===== src/rtl/div_error_monitor.sv =====
// Error-statistics collector for the 16/8 approximate divider: recomputes the exact
// quotient/remainder with a restoring divider and accumulates quotient error statistics.
module div_error_monitor #(
    parameter int CNT_W  = 32,
    parameter int SKIP_W = 16
) (
    input  logic              clk,
    input  logic              rst,
    input  logic              in_valid,
    output logic              in_ready,
    input  logic [15:0]       n,
    input  logic [7:0]        d,
    input  logic [7:0]        q_apx,
    input  logic [7:0]        r_apx,
    input  logic              clear,
    output logic              busy,
    output logic              stat_upd,
    output logic [CNT_W-1:0]  sample_cnt,
    output logic [CNT_W-1:0]  err_sum,
    output logic [7:0]        max_err,
    output logic [CNT_W-1:0]  mismatch_cnt,
    output logic [SKIP_W-1:0] skip_cnt
);

    typedef enum logic [1:0] {
        S_IDLE,
        S_DIV,
        S_ACC
    } state_t;

    localparam logic [CNT_W-1:0]  CNT_ONE  = CNT_W'(1);
    localparam logic [SKIP_W-1:0] SKIP_ONE = SKIP_W'(1);

    state_t            state_q, state_d;
    logic [7:0]        pr_q, pr_d;
    logic [7:0]        quo_q, quo_d;
    logic [7:0]        nlo_q, nlo_d;
    logic [7:0]        div_q, div_d;
    logic [7:0]        qa_q, qa_d;
    logic [7:0]        ra_q, ra_d;
    logic [2:0]        iter_q, iter_d;
    logic              stat_upd_q, stat_upd_d;
    logic [CNT_W-1:0]  sample_cnt_q, sample_cnt_d;
    logic [CNT_W-1:0]  err_sum_q, err_sum_d;
    logic [7:0]        max_err_q, max_err_d;
    logic [CNT_W-1:0]  mismatch_cnt_q, mismatch_cnt_d;
    logic [SKIP_W-1:0] skip_cnt_q, skip_cnt_d;

    logic              accept;
    logic              in_domain;
    logic [8:0]        shifted;
    logic [8:0]        diff;
    logic [7:0]        q_err;
    logic [CNT_W:0]    err_sum_ext;

    assign in_ready  = (state_q == S_IDLE);
    assign busy      = ~in_ready;
    assign accept    = in_valid & in_ready;
    assign in_domain = (d != 8'd0) && (n[15:8] < d);

    // Partial remainder is always below the divisor, so the 9-bit difference
    // has bit 8 set exactly when the trial subtraction borrows.
    assign shifted = {pr_q, nlo_q[7]};
    assign diff    = shifted - {1'b0, div_q};

    assign q_err       = (quo_q >= qa_q) ? (quo_q - qa_q) : (qa_q - quo_q);
    assign err_sum_ext = {1'b0, err_sum_q} + {{(CNT_W + 1 - 8){1'b0}}, q_err};

    always_comb begin
        state_d        = state_q;
        pr_d           = pr_q;
        quo_d          = quo_q;
        nlo_d          = nlo_q;
        div_d          = div_q;
        qa_d           = qa_q;
        ra_d           = ra_q;
        iter_d         = iter_q;
        stat_upd_d     = 1'b0;
        sample_cnt_d   = sample_cnt_q;
        err_sum_d      = err_sum_q;
        max_err_d      = max_err_q;
        mismatch_cnt_d = mismatch_cnt_q;
        skip_cnt_d     = skip_cnt_q;

        case (state_q)
            S_IDLE: begin
                if (accept) begin
                    if (in_domain) begin
                        pr_d    = n[15:8];
                        nlo_d   = n[7:0];
                        div_d   = d;
                        qa_d    = q_apx;
                        ra_d    = r_apx;
                        quo_d   = 8'd0;
                        iter_d  = 3'd0;
                        state_d = S_DIV;
                    end else if (skip_cnt_q != {SKIP_W{1'b1}}) begin
                        skip_cnt_d = skip_cnt_q + SKIP_ONE;
                    end
                end
            end
            S_DIV: begin
                pr_d   = diff[8] ? shifted[7:0] : diff[7:0];
                quo_d  = {quo_q[6:0], ~diff[8]};
                nlo_d  = {nlo_q[6:0], 1'b0};
                iter_d = iter_q + 3'd1;
                if (iter_q == 3'd7) begin
                    state_d = S_ACC;
                end
            end
            S_ACC: begin
                if (sample_cnt_q != {CNT_W{1'b1}}) begin
                    sample_cnt_d = sample_cnt_q + CNT_ONE;
                end
                err_sum_d = err_sum_ext[CNT_W] ? {CNT_W{1'b1}} : err_sum_ext[CNT_W-1:0];
                if (q_err > max_err_q) begin
                    max_err_d = q_err;
                end
                if (((quo_q != qa_q) || (pr_q != ra_q)) && (mismatch_cnt_q != {CNT_W{1'b1}})) begin
                    mismatch_cnt_d = mismatch_cnt_q + CNT_ONE;
                end
                stat_upd_d = 1'b1;
                state_d    = S_IDLE;
            end
            default: state_d = S_IDLE;
        endcase

        // Clear aborts the in-flight sample and wins over any handshake this cycle.
        if (clear) begin
            state_d        = S_IDLE;
            stat_upd_d     = 1'b0;
            sample_cnt_d   = '0;
            err_sum_d      = '0;
            max_err_d      = 8'd0;
            mismatch_cnt_d = '0;
            skip_cnt_d     = '0;
        end
    end

    always_ff @(posedge clk) begin
        if (rst) begin
            state_q        <= S_IDLE;
            pr_q           <= 8'd0;
            quo_q          <= 8'd0;
            nlo_q          <= 8'd0;
            div_q          <= 8'd0;
            qa_q           <= 8'd0;
            ra_q           <= 8'd0;
            iter_q         <= 3'd0;
            stat_upd_q     <= 1'b0;
            sample_cnt_q   <= '0;
            err_sum_q      <= '0;
            max_err_q      <= 8'd0;
            mismatch_cnt_q <= '0;
            skip_cnt_q     <= '0;
        end else begin
            state_q        <= state_d;
            pr_q           <= pr_d;
            quo_q          <= quo_d;
            nlo_q          <= nlo_d;
            div_q          <= div_d;
            qa_q           <= qa_d;
            ra_q           <= ra_d;
            iter_q         <= iter_d;
            stat_upd_q     <= stat_upd_d;
            sample_cnt_q   <= sample_cnt_d;
            err_sum_q      <= err_sum_d;
            max_err_q      <= max_err_d;
            mismatch_cnt_q <= mismatch_cnt_d;
            skip_cnt_q     <= skip_cnt_d;
        end
    end

    assign stat_upd     = stat_upd_q;
    assign sample_cnt   = sample_cnt_q;
    assign err_sum      = err_sum_q;
    assign max_err      = max_err_q;
    assign mismatch_cnt = mismatch_cnt_q;
    assign skip_cnt     = skip_cnt_q;

endmodule

===== config.mk =====
export PLATFORM = sky130hd
export DESIGN_NAME = div_error_monitor
export DESIGN_NICKNAME = d
export VERILOG_FILES = /design/src/rtl/div_error_monitor.sv
export SDC_FILE = /design/constraint.sdc
export NUM_CORES = 1
export LEC_CHECK = 0
export CAP_MARGIN = 10
export CORE_AREA = 2 2 169 171
export CTS_BUF_LIST = sky130_fd_sc_hd__clkbuf_16
export DETAILED_ROUTE_END_ITERATION = 8
export DIE_AREA = 0 0 171 173
export PLACE_DENSITY = 0.61
export SLEW_MARGIN = 20
export SYNTH_ARGS = -nofsm -noshare
export SYNTH_HDL_FRONTEND = slang
export SYNTH_SLANG_ARGS = --single-unit
export TNS_END_PERCENT = 10

===== constraint.sdc =====
create_clock -name clk -period 6.65 [get_ports clk]
set_input_delay 1.33 -clock clk [delete_from_list [all_inputs] [get_ports clk]]
set_output_delay 1.33 -clock clk [all_outputs]
set_load 0.005 [all_outputs]

==> results of run 1 <==
[logic make-up after synthesis]
| logic type | after synthesis | synth area share |
|---|---|---|
| buffers and inverters | 123 | 0.04989 |
| XOR/XNOR | 57 | 0.05184 |
| multiplexers | 66 | 0.06886 |
| AND/OR/NAND/NOR | 422 | 0.2322 |
| flip-flops | 174 | 0.3617 |
| adder cells (fa/ha/maj) | 55 | 0.07457 |
| AO/OA/AOI/OAI | 251 | 0.1610 |
[worst max path at each step]
stage                                from                  endpoint  slack [ps]  cells past startpoint
floorplan           quo_q[4]$_SDFFE_PP0P_  err_sum[22]$_SDFFE_PP0P_        2790                     17
global placement    quo_q[3]$_SDFFE_PP0P_   max_err[2]$_SDFFE_PP0P_        2330                     15
detailed placement  quo_q[3]$_SDFFE_PP0P_   max_err[2]$_SDFFE_PP0P_        2130                     15
CTS                 quo_q[3]$_SDFFE_PP0P_   max_err[2]$_SDFFE_PP0P_        2070                     15
global route        quo_q[3]$_SDFFE_PP0P_  err_sum[29]$_SDFFE_PP0P_        1730                     15
finish              quo_q[5]$_SDFFE_PP0P_  err_sum[29]$_SDFFE_PP0P_        2110                     15
[layer usage]
layer | up-vias | global-route usage
met5 | - | 0
met4 | 0 | 0.04979
met3 | 24 | 0.02518
met2 | 181 | 0.2710
met1 | 4178 | 0.2489
li1 | 4419 | -
[power breakdown]
part | internal, uW | switching (uW) | leakage [uW]
Sequential | 1060 | 17.7 | 0.00141
Clock | 508 | 508 | 0.000289
Combinational | 197 | 249 | 0.00260
Total | 1770 | 775 | 0.00429
[critical path: stages (launching register included)]
cell and delay (ps):
sky130_fd_sc_hd__dfxtp_1 360, sky130_fd_sc_hd__inv_1 70, sky130_fd_sc_hd__ha_1 400, sky130_fd_sc_hd__nand3_1 170, sky130_fd_sc_hd__o31ai_1 630, sky130_fd_sc_hd__nor3_4 180
sky130_fd_sc_hd__mux2i_1 310, sky130_fd_sc_hd__xnor2_1 210, sky130_fd_sc_hd__ha_1 320, sky130_fd_sc_hd__nor2b_1 150, sky130_fd_sc_hd__o31ai_1 450, sky130_fd_sc_hd__a311oi_1 180
sky130_fd_sc_hd__buf_4 220, sky130_fd_sc_hd__nand2_1 420, sky130_fd_sc_hd__nand4_1 150, sky130_fd_sc_hd__and3_1 210
[per-stage QoR]
stage                     power (uW)  hold slack (ps)  setup WS [ps]  cells  cell area, um2
final                           2542            486.8           2111   1682           12260
after global routing            2664            501.9           1727   1682           12260
after CTS                       2568            488.3           2069   1682           12260
after detailed placement        1546            477.2           2125   1650           11660
after global placement          1539            473.1           2333   1650           11660
after floorplan                 1429            449.2           2786   1148            9630
[cells in the mapped netlist, types with 6 or more instances]
cell type and instances:
sky130_fd_sc_hd__nor2_1 98, sky130_fd_sc_hd__or4_1 14, sky130_fd_sc_hd__nand2b_1 6, sky130_fd_sc_hd__mux2i_1 64
sky130_fd_sc_hd__o21ai_0 59, sky130_fd_sc_hd__and3_1 15, sky130_fd_sc_hd__nor4_1 26, sky130_fd_sc_hd__a21o_1 10
sky130_fd_sc_hd__or3_1 38, sky130_fd_sc_hd__buf_2 6, sky130_fd_sc_hd__a311oi_1 7, sky130_fd_sc_hd__nand2_1 89
sky130_fd_sc_hd__nand3_1 39, sky130_fd_sc_hd__xor2_1 27, sky130_fd_sc_hd__o21a_1 11, sky130_fd_sc_hd__o22ai_1 7
sky130_fd_sc_hd__and4_1 11, sky130_fd_sc_hd__and2_1 7, sky130_fd_sc_hd__nand4_1 25, sky130_fd_sc_hd__inv_1 70
sky130_fd_sc_hd__nor3_1 18, sky130_fd_sc_hd__a21oi_1 95, sky130_fd_sc_hd__xnor2_1 30, sky130_fd_sc_hd__clkbuf_1 42
sky130_fd_sc_hd__o31ai_1 16, sky130_fd_sc_hd__dfxtp_1 174, sky130_fd_sc_hd__ha_1 51, sky130_fd_sc_hd__nor2b_1 9
sky130_fd_sc_hd__a211oi_1 8
[area by class of cell]
cell class,instances,area (um2),share of cell area
Clock buffer,17,425.4,0.03470
Clock inverter,15,172.7,0.01408
Inverter,70,262.8,0.02143
Multi-Input combinational cell,851,5704,0.4653
Sequential cell,174,3483,0.2841
Tap cell,378,473.0,0.03858
Timing Repair Buffer,177,1739,0.1419
[state kept, by name, summed over array words and instances (netlist names)]
register      flops
skip_cnt         16
mismatch_cnt     32
err_sum          32
iter_q            3
stat_upd          1
qa_q              8
pr_q              8
sample_cnt       32
ra_q              8
state_q           2
nlo_q             8
div_q             8
quo_q             8
max_err           8
==> summary.json, run 1 <==
{
  "regToRegEndpoint": "err_sum[29]$_SDFFE_PP0P_",
  "worst_setup_path_start_kind": "flop",
  "clkTransAtPathRegs_ps": 70,
  "global_route.usage.total": 0.1740,
  "postSynthCellCount": 1148,
  "final_min_period_over_clock_period": 0.6826,
  "globalRouteOverflowTotal": 0,
  "met3WireLength_um": 874,
  "antenna_found_initial": 0,
  "highest_count_cells_in_the_layout_ignoring_fill_and_taps": "sky130_fd_sc_hd__dfxtp_1, sky130_fd_sc_hd__clkdlybuf4s50_1, sky130_fd_sc_hd__nor2_1, sky130_fd_sc_hd__a21oi_1, sky130_fd_sc_hd__nand2_1",
  "finalWeightedCongestion": 0.8647,
  "slew_viol_final": 0,
  "ir_drop_uv": 126.2,
  "holdPathStages": 2,
  "final.setup_skew_ps": 11.37,
  "num-nets-final": 1390,
  "achievable-frequency_mhz": 220.3,
  "drt-met1-wl_um": 13110,
  "hp-class": "flop to flop",
  "status": "complete, no violations",
  "placementRows": 61,
  "cts-hold-fix-buffers": 0,
  "fp.coreArea_mm2": 0.02763,
  "synth_edf_count": 0,
  "clkSinkCount": 174,
  "cts_post_setup_buffers_inserted": 0,
  "grt_setup_unrepaired": "false",
  "antenna-diode-count": 0,
  "period_minus_slack_ps": 4539,
  "vias_per_cell": 5.233,
  "syn_to_final_growth_pct": 27.31,
  "layout_commonest_cell": "sky130_fd_sc_hd__dfxtp_1",
  "dp_hpwl_um": 18540,
  "cts_made_buffers": 17,
  "timing.rr.start": "quo_q[5]$_SDFFE_PP0P_",
  "cts_resized": 0,
  "htreeDepth": 4,
  "num_vias": 8802,
  "timing.reg2reg.worst_path_depth": 15,
  "timing.max_slew.rel_slack": 0.2558,
  "die_h_um": 173,
  "synth_nets": 1247,
  "timing.final.hold_violations": 0,
  "drt-initial-drc-count": 684,
  "synthesis.area_per_instance_um2": 8.389,
  "number_of_global_route_vias_before_repair": 8136,
  "cts-root-buf": "sky130_fd_sc_hd__clkbuf_16",
  "worst-endpoint-required_ps": 6980,
  "die_width_um": 171,
  "ys_async_sr_fraction": 0,
  "synth_top_area_cell": "sky130_fd_sc_hd__dfxtp_1",
  "layout-drive-gt1-share": 0.05138,
  "drt-total-wl_um": 25860,
  "r2r_slack_ps": 2110,
  "flops_latches_synth": 174,
  "tritoncts": "built",
  "synth_flop_cell": "sky130_fd_sc_hd__dfxtp_1",
  "holdCritStartpoint": "quo_q[4]$_SDFFE_PP0P_",
  "timing.hold.worst_endpoint": "quo_q[5]$_SDFFE_PP0P_",
  "max_slew.worst_pin.slew_ps": 1113,
  "crit_end_category": "flop",
  "drt_first_pass_iters": 4,
  "top_layer_used": "met4",
  "avgRoutedWirePerCell_um": 15.37,
  "synth.top_cells.by_area": "sky130_fd_sc_hd__dfxtp_1, sky130_fd_sc_hd__mux2i_1, sky130_fd_sc_hd__ha_1, sky130_fd_sc_hd__a21oi_1, sky130_fd_sc_hd__nor2_1",
  "place.port_buffers": 166,
  "setup_viol": 0,
  "leakagePower_uw": 0.004295,
  "netlist-cell-type-count": 65,
  "path_max_fanout": 14,
  "grt_start_max_net_pins": 54,
  "wl_met2_um": 11490,
  "max_cap_violations": 0,
  "drc_markers": 0,
  "yosysWarningCount": 0,
  "grt_pass1_wl_um": 42210,
  "floorplan.die_area_mm2": 0.02958,
  "synth_seq_area_share": 0.3617,
  "totalNegativeSetupSlack_ps": 0,
  "critical_path_data_arrival_time_ps": 4870,
  "fillCellCount": 2785,
  "final_core_util": 0.4438,
  "clkLatencyLatePin_ps": 440,
  "top_level_ports": 167,
  "yosysTopAreaCellShare": 0.3617,
  "power_density_mw_per_mm2": 207.3,
  "route.antenna.remaining_nets": 0,
  "setup.worst_path.class": "flop to flop",
  "cts_max_path_buffers": 2,
  "netlist_area_mm2": 0.009630,
  "initial_utilization": 0.3486
}
Power figures use the tool's default switching activity.
==> run 2: changes to the inputs <==
- PLACE_DENSITY: 0.61 -> 0.64
- clock period: 6.65 -> 3.7 ns (I/O delays scaled with it)
==> run 2 against run 1 <==
Combinational power up 140%. Flip-flop and latch count unchanged. Worst hold slack worse by 0.50 ps. Sequential power up 80%. Fmax up 26%. Global-route usage up 0.82 points. Register-to-register slack worse by 2000 ps. Count of clock-buffer cells in the layout unchanged. Final cell count up 4.4%. First-iteration DRC count down 2.8%. Utilization up 3.0 points. Largest cell class unchanged.
==> summary.json, run 2 (synthesized netlist as in run 1, its figures left out) <==
{
  "status": {"value": "complete, no violations", "change": "unchanged"},
  "power_switching_share": {"value": 0.3012, "change": "was 0.3048"},
  "holdCritStartpoint": {"value": "mismatch_cnt[23]$_SDFFE_PP0P_", "change": "was quo_q[4]$_SDFFE_PP0P_"},
  "power.sequential.fraction": {"value": 0.406, "change": "was 0.425"},
  "die_h": {"value": 173, "unit": "um", "change": "unchanged"},
  "clkTransAtPathRegs": {"value": 70, "unit": "ps", "change": "about the same"},
  "cts_made_buffers": {"value": 17, "change": "unchanged"},
  "syn_to_final_growth": {"value": 35.79, "unit": "%", "change": "was 27.31%"},
  "combinationalPowerShare": {"value": 0.221, "change": "was 0.175"},
  "period_minus_slack": {"value": 3598, "unit": "ps", "change": "was 4539 ps"},
  "grt_pass1_wl": {"value": 44370, "unit": "um", "change": "was 42210 um"},
  "worst_setup_path_start_kind": {"value": "flop", "change": "unchanged"},
  "global_route.usage.total": {"value": 0.1822, "change": "was 0.1740"},
  "timing.final.hold_violations": {"value": 0, "change": "unchanged"},
  "vias_per_cell": {"value": 5.251, "change": "was 5.233"},
  "top_level_ports": {"value": 167, "change": "unchanged"},
  "layout-drive-gt1-share": {"value": 0.1350, "change": "was 0.05138"},
  "route.antenna.remaining_nets": {"value": 0, "change": "unchanged"},
  "fp.coreArea": {"value": 0.02763, "unit": "mm2", "change": "unchanged"},
  "crit_top_cell": "sky130_fd_sc_hd__buf_4",
  "regToRegEndpoint": {"value": "err_sum[30]$_SDFFE_PP0P_", "change": "was err_sum[29]$_SDFFE_PP0P_"},
  "tritoncts": {"value": "built", "change": "unchanged"},
  "final_min_period_over_clock_period": {"value": 0.9723, "change": "was 0.6826"},
  "crit_cells": {"value": 18, "change": "was 15"},
  "power.share.clock": {"value": 0.373, "change": "was 0.400"},
  "avgRoutedWirePerCell": {"value": 15.48, "unit": "um", "change": "was 15.37 um"},
  "leakagePower": {"value": 0.004683, "unit": "uW", "change": "was 0.004295 uW"},
  "grt_start_max_net_pins": {"value": 34, "change": "was 54"},
  "critical-path-max-stage-delay": {"value": 350, "unit": "ps", "change": "was 630 ps"},
  "critical_path.slowest_cell": {"value": "sky130_fd_sc_hd__fa_2", "change": "was sky130_fd_sc_hd__o31ai_1"},
  "cts_max_path_buffers": {"value": 2, "change": "unchanged"},
  "die_width": {"value": 171, "unit": "um", "change": "unchanged"},
  "fin_total_pwr": {"value": 4781, "unit": "uW", "change": "was 2542 uW"},
  "worst-endpoint-required": {"value": 4020, "unit": "ps", "change": "was 6980 ps"},
  "drt_first_pass_iters": {"value": 6, "change": "was 4"},
  "max_cap_violations": {"value": 0, "change": "unchanged"},
  "antenna-diode-count": {"value": 0, "change": "unchanged"},
  "antenna_found_initial": {"value": 0, "change": "unchanged"},
  "final.setup_skew": {"value": 16.24, "unit": "ps", "change": "was 11.37 ps"},
  "crit_path_cell_trace": {"value": "buf_4 -> inv_1 -> ha_2 -> inv_1 -> fa_2 -> a21o_1 -> nor2b_1 -> o311ai_1 -> buf_4 -> nand2_2 -> ha_4 -> o21ai_1 -> a22o_1 -> a31o_2 -> buf_4 -> nor4_2 -> nand3_1 -> o211a_1", "change": "was inv_1 -> ha_1 -> nand3_1 -> o31ai_1 -> nor3_4 -> mux2i_1 -> xnor2_1 -> ha_1 -> nor2b_1 -> o31ai_1 -> a311oi_1 -> buf_4 -> nand2_1 -> nand4_1 -> and3_1"},
  "number_of_global_route_vias_before_repair": {"value": 8641, "change": "was 8136"},
  "power.internal": {"value": 3341, "unit": "uW", "change": "was 1767 uW"},
  "crit_buf_inv": {"value": 5, "change": "was 2"},
  "clkLatencyLatePin": {"value": 430, "unit": "ps", "change": "was 440 ps"},
  "num_vias": {"value": 9221, "change": "was 8802"},
  "globalRouteOverflowTotal": {"value": 0, "change": "unchanged"},
  "cts-root-buf": {"value": "sky130_fd_sc_hd__clkbuf_16", "change": "unchanged"},
  "timing.reg2reg.worst_path_depth": {"value": 18, "change": "was 15"},
  "initial_utilization": {"value": 0.3486, "change": "unchanged"},
  "place.port_buffers": {"value": 166, "change": "unchanged"},
  "setup_viol": {"value": 0, "change": "unchanged"},
  "floorplan.die_area": {"value": 0.02958, "unit": "mm2", "change": "unchanged"},
  "dp_hpwl": {"value": 19670, "unit": "um", "change": "was 18540 um"},
  "clkSinkCount": {"value": 174, "change": "unchanged"},
  "r2r_slack": {"value": 100, "unit": "ps", "change": "was 2110 ps"},
  "layout_commonest_cell": {"value": "sky130_fd_sc_hd__dfxtp_1", "change": "unchanged"},
  "critical_path_data_arrival_time": {"value": 3920, "unit": "ps", "change": "was 4870 ps"},
  "drt-total-wl": {"value": 27180, "unit": "um", "change": "was 25860 um"},
  "max_slew.worst_pin.slew": {"value": 976.2, "unit": "ps", "change": "was 1113 ps"},
  "p_switching": {"value": 1440, "unit": "uW", "change": "was 774.9 uW"},
  "cp_top_family": {"value": "compound AO/OA/AOI/OAI gates", "change": "was simple AND/OR/NAND/NOR gates"},
  "drc_markers": {"value": 0, "change": "unchanged"},
  "slew_viol_final": {"value": 0, "change": "unchanged"},
  "placementRows": {"value": 61, "change": "unchanged"},
  "crit_end_category": {"value": "flop", "change": "unchanged"},
  "htreeDepth": {"value": 4, "change": "unchanged"},
  "ir_drop": {"value": 242.3, "unit": "uV", "change": "was 126.2 uV"},
  "highest_count_cells_in_the_layout_ignoring_fill_and_taps": {"value": "sky130_fd_sc_hd__dfxtp_1, sky130_fd_sc_hd__clkdlybuf4s50_1, sky130_fd_sc_hd__nor2_1, sky130_fd_sc_hd__a21oi_1, sky130_fd_sc_hd__nand2_1", "change": "unchanged"},
  "drt-initial-drc-count": {"value": 665, "change": "was 684"},
  "timing.hold.worst_endpoint": {"value": "mismatch_cnt[23]$_SDFFE_PP0P_", "change": "was quo_q[5]$_SDFFE_PP0P_"},
  "power_density": {"value": 365.6, "unit": "mW/mm2", "change": "was 207.3 mW/mm2"},
  "timing.rr.start": {"value": "qa_q[0]$_SDFFE_PP0P_", "change": "was quo_q[5]$_SDFFE_PP0P_"},
  "hp-class": {"value": "flop to flop", "change": "unchanged"},
  "timing.max_slew.rel_slack": {"value": 0.3400, "change": "was 0.2558"},
  "holdPathStages": {"value": 2, "change": "unchanged"},
  "grt_setup_unrepaired": {"value": "true", "change": "was false"},
  "num-nets-final": {"value": 1464, "change": "was 1390"},
  "path_max_fanout": {"value": 2, "change": "was 14"},
  "hold_slack": {"value": 486.3, "unit": "ps", "change": "was 486.8 ps"},
  "finalWeightedCongestion": {"value": 0.8559, "change": "was 0.8647"},
  "setup.worst_path.class": {"value": "flop to flop", "change": "unchanged"},
  "achievable-frequency": {"value": 278.0, "unit": "MHz", "change": "was 220.3 MHz"}
}
## run 2: worst reg2reg max path, stage by stage, from the launching register on
cell                       delay (ps)
sky130_fd_sc_hd__dfxtp_2          340
sky130_fd_sc_hd__buf_4            130
sky130_fd_sc_hd__inv_1             50
sky130_fd_sc_hd__ha_2             160
sky130_fd_sc_hd__inv_1             50
sky130_fd_sc_hd__fa_2             350
sky130_fd_sc_hd__a21o_1           190
sky130_fd_sc_hd__nor2b_1          150
sky130_fd_sc_hd__o311ai_1         280
sky130_fd_sc_hd__buf_4            170
sky130_fd_sc_hd__nand2_2           80
sky130_fd_sc_hd__ha_4             290
sky130_fd_sc_hd__o21ai_1           70
sky130_fd_sc_hd__a22o_1           220
sky130_fd_sc_hd__a31o_2           240
sky130_fd_sc_hd__buf_4            140
sky130_fd_sc_hd__nor4_2           320
sky130_fd_sc_hd__nand3_1          110
sky130_fd_sc_hd__o211a_1          130
## run 2: routing by layer
metal,track usage,part of all wire,up-vias
met2,0.2915,0.46,218
met4,0.04944,0.012,0
li1,-,-,4597
met5,0,0,-
met3,0.02724,0.040,20
met1,0.2545,0.49,4386
## run 2: layout make-up
class	count	area, um2
clock buffers	17	425.4
clock inverters	15	142.6
fillers	2679	14550
inverters	70	262.8
multi-input cells	851	5958
flip-flops and latches	174	3488
well taps	378	473.0
repair buffers	251	2327
## run 2: worst max-delay path by stage
stage / endpoint / from / slack [ps]
floorplan: err_sum[25]$_SDFFE_PP0P_ / quo_q[4]$_SDFFE_PP0P_ / 40
global placement: err_sum[31]$_SDFFE_PP0P_ / quo_q[0]$_SDFFE_PP0P_ / -50
detailed placement: err_sum[31]$_SDFFE_PP0P_ / quo_q[0]$_SDFFE_PP0P_ / -180
CTS: max_err[2]$_SDFFE_PP0P_ / quo_q[0]$_SDFFE_PP0P_ / 20
global route: err_sum[30]$_SDFFE_PP0P_ / qa_q[0]$_SDFFE_PP0P_ / -100
finish: err_sum[30]$_SDFFE_PP0P_ / qa_q[0]$_SDFFE_PP0P_ / 100
## run 2: repair_timing
item                       in CTS  in global routing
hold buffers                    0                  0
pin swaps                       4                 10
setup endpoints to repair      27                 40
buffers inserted                1                  4
hold endpoints to repair        0                  0
resized for setup              13                 45
## run 2: power groups by stage
stage	combinational (uW)	sequential [uW]	clock, uW
2_1_floorplan	595	1970	0
3_3_place_gp	940	1980	0
3_5_place_dp	961	1980	0
4_1_cts	988	1940	1840
5_1_grt	1170	1950	1900
6_report	1050	1940	1780
## run 2: metrics by stage
step                      std cells  instance area (um2)  setup TNS (ps)    util  worst slack, ps
after global placement         1719                12210          -251.7  0.4418           -48.23
after detailed placement       1719                12210           -2214  0.4418           -179.0
after CTS                      1752                12840               0  0.4648            15.01
after floorplan                1148                 9637               0       -            35.25
final                          1756                13080               0  0.4733            102.3
after global routing           1756                13080           -1259  0.4733           -103.8
